**src/rtl/clint_ctrl.sv**
```systemverilog
// clint_ctrl: machine-mode trap/return sequencer for a single-hart core.
//
// Watches the ID/EX instruction for ECALL, EBREAK and MRET, and the timer interrupt
// request. On a trigger it stalls the pipeline, writes mepc/mcause/mstatus (trap) or
// mstatus (MRET) through a single CSR write port one register per cycle, and then
// issues a one-cycle PC redirect to mtvec (trap) or mepc (MRET).
//
// Ports:
//   clk, rst_n          clock; synchronous reset, asserted when rst_n = 1
//   inst_i              instruction currently in ID/EX
//   inst_addr_i         PC of inst_i
//   inst_valid_i        inst_i / inst_addr_i valid this cycle
//   int_flag_i          timer interrupt request (level)
//   jump_busy_i         an EX branch/jump is resolving this cycle
//   global_int_en_i     mstatus.MIE
//   csr_mtvec_i         live mtvec
//   csr_mepc_i          live mepc
//   csr_mstatus_i       live mstatus
//   csr_wb_we_i         WB stage owns the CSR write port this cycle
//   we_o/waddr_o/wdata_o  CSR write request
//   hold_flag_o         pipeline stall request
//   jump_flag_o         one-cycle PC redirect
//   jump_addr_o         redirect target

module clint_ctrl #(
   parameter int unsigned     XLEN       = 64,
   parameter logic [XLEN-1:0] MCAUSE_TMR = 64'h8000_0000_0000_0007
) (
   input  logic            clk,
   input  logic            rst_n,
   input  logic [31:0]     inst_i,
   input  logic [XLEN-1:0] inst_addr_i,
   input  logic            inst_valid_i,
   input  logic            int_flag_i,
   input  logic            jump_busy_i,
   input  logic            global_int_en_i,
   input  logic [XLEN-1:0] csr_mtvec_i,
   input  logic [XLEN-1:0] csr_mepc_i,
   input  logic [XLEN-1:0] csr_mstatus_i,
   input  logic            csr_wb_we_i,
   output logic            we_o,
   output logic [XLEN-1:0] waddr_o,
   output logic [XLEN-1:0] wdata_o,
   output logic            hold_flag_o,
   output logic            jump_flag_o,
   output logic [XLEN-1:0] jump_addr_o
);

   localparam logic [31:0] InstEcall  = 32'h0000_0073;
   localparam logic [31:0] InstEbreak = 32'h0010_0073;
   localparam logic [31:0] InstMret   = 32'h3020_0073;

   localparam logic [11:0] CsrMstatus = 12'h300;
   localparam logic [11:0] CsrMepc    = 12'h341;
   localparam logic [11:0] CsrMcause  = 12'h342;

   localparam logic [XLEN-1:0] CauseEcall  = XLEN'(11);
   localparam logic [XLEN-1:0] CauseEbreak = XLEN'(3);

   typedef enum logic [2:0] {
      StIdle,
      StWMepc,
      StWMcause,
      StWMstatus,
      StMMstatus,
      StJump
   } state_e;

   state_e          state_q, state_d;
   logic [XLEN-1:0] pc_q, pc_d;
   logic [XLEN-1:0] cause_q, cause_d;
   logic            mret_q, mret_d;

   logic            is_ecall, is_ebreak, is_mret, is_irq, trigger;
   logic [XLEN-1:0] mstatus_trap, mstatus_mret;

   // mtvec mode bits are dropped: only direct mode is supported.
   logic unused_mtvec_mode;
   assign unused_mtvec_mode = ^csr_mtvec_i[1:0];

   // Exact-match decode; a near-miss encoding is simply not a trigger.
   always_comb begin
      is_ecall  = inst_valid_i && (inst_i == InstEcall);
      is_ebreak = inst_valid_i && (inst_i == InstEbreak);
      is_mret   = inst_valid_i && (inst_i == InstMret);
      // No interrupt while a branch resolves, so the saved PC is never a wrong-path PC.
      is_irq    = int_flag_i && global_int_en_i && inst_valid_i && !jump_busy_i;
      trigger   = is_ecall || is_ebreak || is_mret || is_irq;
   end

   // Trap entry: MPIE <= MIE, MIE <= 0. Return: MIE <= MPIE, MPIE <= 1.
   always_comb begin
      mstatus_trap    = csr_mstatus_i;
      mstatus_trap[7] = csr_mstatus_i[3];
      mstatus_trap[3] = 1'b0;
      mstatus_mret    = csr_mstatus_i;
      mstatus_mret[3] = csr_mstatus_i[7];
      mstatus_mret[7] = 1'b1;
   end

   // Next-state: write states advance only once the CSR port was not taken by WB.
   always_comb begin
      state_d = state_q;
      pc_d    = pc_q;
      cause_d = cause_q;
      mret_d  = mret_q;
      unique case (state_q)
         StIdle: begin
            if (is_ecall || is_ebreak || is_mret) begin
               pc_d = inst_addr_i;
               if (is_mret) begin
                  state_d = StMMstatus;
                  mret_d  = 1'b1;
                  cause_d = '0;
               end else begin
                  state_d = StWMepc;
                  mret_d  = 1'b0;
                  cause_d = is_ecall ? CauseEcall : CauseEbreak;
               end
            end else if (is_irq) begin
               state_d = StWMepc;
               pc_d    = inst_addr_i;
               cause_d = MCAUSE_TMR;
               mret_d  = 1'b0;
            end
         end
         StWMepc: begin
            if (!csr_wb_we_i) state_d = StWMcause;
         end
         StWMcause: begin
            if (!csr_wb_we_i) state_d = StWMstatus;
         end
         StWMstatus: begin
            if (!csr_wb_we_i) state_d = StJump;
         end
         StMMstatus: begin
            if (!csr_wb_we_i) state_d = StJump;
         end
         StJump: begin
            state_d = StIdle;
         end
         default: begin
            state_d = StIdle;
         end
      endcase
   end

   // Outputs decode from the registered state; hold also covers the trigger cycle itself.
   always_comb begin
      we_o        = 1'b0;
      waddr_o     = '0;
      wdata_o     = '0;
      jump_flag_o = 1'b0;
      jump_addr_o = '0;
      hold_flag_o = (state_q != StIdle) || trigger;
      unique case (state_q)
         StWMepc: begin
            we_o    = 1'b1;
            waddr_o = XLEN'(CsrMepc);
            wdata_o = pc_q;
         end
         StWMcause: begin
            we_o    = 1'b1;
            waddr_o = XLEN'(CsrMcause);
            wdata_o = cause_q;
         end
         StWMstatus: begin
            we_o    = 1'b1;
            waddr_o = XLEN'(CsrMstatus);
            wdata_o = mstatus_trap;
         end
         StMMstatus: begin
            we_o    = 1'b1;
            waddr_o = XLEN'(CsrMstatus);
            wdata_o = mstatus_mret;
         end
         StJump: begin
            jump_flag_o = 1'b1;
            jump_addr_o = mret_q ? csr_mepc_i : {csr_mtvec_i[XLEN-1:2], 2'b00};
         end
         default: begin
         end
      endcase
   end

   always_ff @(posedge clk) begin
      if (rst_n) begin
         state_q <= StIdle;
         pc_q    <= '0;
         cause_q <= '0;
         mret_q  <= 1'b0;
      end else begin
         state_q <= state_d;
         pc_q    <= pc_d;
         cause_q <= cause_d;
         mret_q  <= mret_d;
      end
   end

endmodule

```
**config.mk**
```make
export PLATFORM = sky130hd
export DESIGN_NAME = clint_ctrl
export DESIGN_NICKNAME = d
export VERILOG_FILES = /design/src/rtl/clint_ctrl.sv
export SDC_FILE = /design/constraint.sdc
export NUM_CORES = 1
export LEC_CHECK = 0
export ABC_CLOCK_PERIOD_IN_PS = 2400
export CAP_MARGIN = 15
export CORE_AREA = 2 2 191 193
export CTS_BUF_LIST = sky130_fd_sc_hd__clkbuf_8
export DETAILED_ROUTE_END_ITERATION = 12
export DIE_AREA = 0 0 193 195
export PLACE_DENSITY = 0.49
export SLEW_MARGIN = 20
export SYNTH_ARGS = -nofsm -noshare
export SYNTH_HDL_FRONTEND = slang
export SYNTH_SLANG_ARGS = --single-unit
export TNS_END_PERCENT = 100
```
**constraint.sdc**
```tcl
create_clock -name clk -period 2.4 [get_ports clk]
set_input_delay 0.6 -clock clk [delete_from_list [all_inputs] [get_ports clk]]
set_output_delay 0.6 -clock clk [all_outputs]
set_load 0.03 [all_outputs]
```
==> flow_summary.ini, run 1 <==
[outcome]
status = finished clean

[synth]
synth_area_per_cell_um2 = 7.71
synth_area_leaders = dfxtp_1 28%, mux2i_1 12%, a22o_1 10%, buf_4 8.9%, a21oi_1 6.8%
synth_top_family_by_area = compound AO/OA/AOI/OAI gates
synth_commonest_cells = 71 x dfxtp_1, 70 x nor2_1, 69 x a21oi_1
synthDistinctLibCells = 44
ys_seq_area_share_pct = 28.0
ys_seq_elements = 71
synth.cell_area_mm2 = 0.00508
synth_adder_area_share_pct = 0
synthArstFlopShare_pct = 0
muxShareOfSynthArea_pct = 13.3
synth_compound_area_share_pct = 26.4
synth-simple-area-share_pct = 16.7
yosysWarnings = 0
ys.flop_type = dfxtp_1
synth_xor_area_share_pct = 0.345
synth_most_common_cell = dfxtp_1
syn_inst = 659
yosysTopAreaCellShare_pct = 28.0
synth_edf_count = 0
synth_top_area_cell = dfxtp_1

[clock_tree]
cts_buffers = 9
cts_sinks = 71
cts_tree = done
cts_max_path_buffers = 2
ctsHoldBuffers = 0
cts-root-buf = clkbuf_8
clk_pin_slew_worst_paths_ps = 80
cts-htree-levels = 3
clkLatencyLatePin_ps = 350

[power]
p_sw_share_pct = 44.6
combPwrFrac_pct = 62.7
finalPower_mw = 6.47
p_leak_nw = 4.34
clock_power_share_pct = 17.2
switchingPower_mw = 2.89
seqPwrFrac_pct = 20.1
p_int_mw = 3.58
vdd_drop_max_mv = 0.651
powerDensity_mw_per_mm2 = 574

[sta]
fin_worst_skew_ps = 10.7
fin_crit_ps = 2360
setup_viol = 0
worst_hold_slack_ps = 465
fin_crit_sh_pct = 98.5
rsz0062_at_grt = true
fmax_ghz = 0.423
slew_viol_final = 0
finalHoldViolCount = 0

[run]
cap_violations = 0

[critical_path]
crit_type = flop to output pin
cp_max_fo = 17
critPathMaxStageDelay_ps = 340
critPathBufInv = 4
crit_chain = buf_6 > nand2b_1 > nor2_4 > buf_12 > clkbuf_16 > a22o_4 > buf_4
worstPathRequired_ps = 1800
worst_setup_path_start_kind = flop
cp_top_family = buffers and inverters
cp_slowest_cell = dfxtp_2
cp_data_arrival_time_ps = 1760
critPathCaptureType = output pin

[cells_and_area]
nFillCells = 3726
area_delta_synth_final_pct = 122
fin_nets = 1388
drive_above_1_share_pct = 27.1
antenna_cells = 0

[route]
wl_per_cell_um = 20.2
route.detailed.drc = 0
dr.pass1.iters = 4
drt-total-wl_um = 31500
postRouteAntennaNets = 0
drt_iter0_markers = 185
viasPerCell = 4.22
vias = 6572

[floorplanning]
core_mm2 = 0.0354
num_rows = 69
fp.dieW_um = 193
ioPinCount = 490
fp.dieArea_mm2 = 0.0376
start_util_pct = 14.4
dieHeight_um = 195

[global_routing]
grt_pass1_vias = 6555
grt_overflow = 0
antenna_found_initial = 3
grt_pass1_wl_um = 41300
grt_max_degree = 69
grt_usage_pct = 15.1

[place]
portBuffers = 428
gp_congestion = 0.769
hpwl_um = 23600

[worst_hold_path]
holdCritPathClass = flop to flop
-- through the flow --
stage	cells	util (%)	instance area [um2]	TNS (ps)	worst slack [ps]
floorplan	717	-	5300	0	44.3
global placement	1516	28.8	10200	-19170	-324
detailed placement	1516	28.8	10200	-20120	-335
CTS	1550	30.6	10800	-895	-73.7
global route	1559	31.9	11300	-1820	-64.8
finish	1559	31.9	11300	0	35.4
-- tightest hold or removal path, stage by stage, from the launching register on --
cell	delay, ps
dfxtp_1	320
nand2_1	50
o21ai_0	60
-- power by group through the flow --
stage	Combinational (mW)	Clock (mW)	Sequential [mW]
2_1_floorplan	1.94	0	1.28
3_3_place_gp	3.46	0	1.32
3_5_place_dp	3.47	0	1.32
4_1_cts	3.79	1.16	1.30
5_1_grt	4.29	1.21	1.31
6_report	4.06	1.11	1.30
-- sequential cells by signal, indices dropped and copies added, names as in the netlist --
name,flops
mret_q,1
state_q,3
cause_q,3
pc_q,64
-- final cells by class --
type                       instances  area, um2  area share, %
multi-input combinational        517       3450           30.6
clock inverter                     6       85.1          0.754
timing repair buffer             491       5580           49.5
tap                              461        577           5.11
clock buffer                      10        138           1.22
inverter                           3       15.0          0.133
sequential                        71       1430           12.7
-- placed cells by master, fill, tap and decap left out, types with 4 or more instances in the layout --
cell type	instances
a21oi_1	66
a22o_1	49
a22o_4	9
a22oi_1	4
buf_12	66
buf_16	4
buf_4	71
buf_6	53
clkbuf_16	4
clkbuf_8	10
clkdlybuf4s50_1	259
conb_1	59
dfxtp_1	67
dlygate4sd2_1	24
dlymetal6s2s_1	9
mux2_2	4
mux2i_1	63
nand2_1	8
nand3_1	65
nor2_1	32
nor2_2	32
nor2_4	6
o21ai_0	28
o21ai_1	43
-- cell families after synthesis --
family,after synthesis
and+or+nand+nor,175
other,1
muxes,67
DFF,71
buffers and inverters,129
AOI/OAI and AO/OA,214
xor gates and xnor gates,2
-- layer usage --
layer,wire length (um),GRT usage [%]
met1,11300,15.8
met2,16600,28.7
met3,2680,3.79
met4,831,4.97
met5,27,0
-- repair_timing --
item	CTS	global route
pin swaps	17	23
setup buffers	15	6
endpoints found under the setup margin	111	179
cloned	3	5
resized for setup	96	79
-- path summary, 6_finish.rpt --
kind / from / to / slack, ps / cells past startpoint
setup / recovery: state_q[0] / wdata_o[26] / 40 / 7
hold / removal: cause_q[3] / cause_q[3] / 460 / 2
setup reg to reg: state_q[2] / pc_q[32] / 500 / 6
hold reg to reg: cause_q[3] / cause_q[3] / 460 / 2
(Power assumes the default switching activity.)
==> run 2: changes to the inputs <==
- GPL_ROUTABILITY_DRIVEN: default -> 0
==> results of run 2 <==
Same layout as run 1: the final DEF is identical, and so are final timing and power.
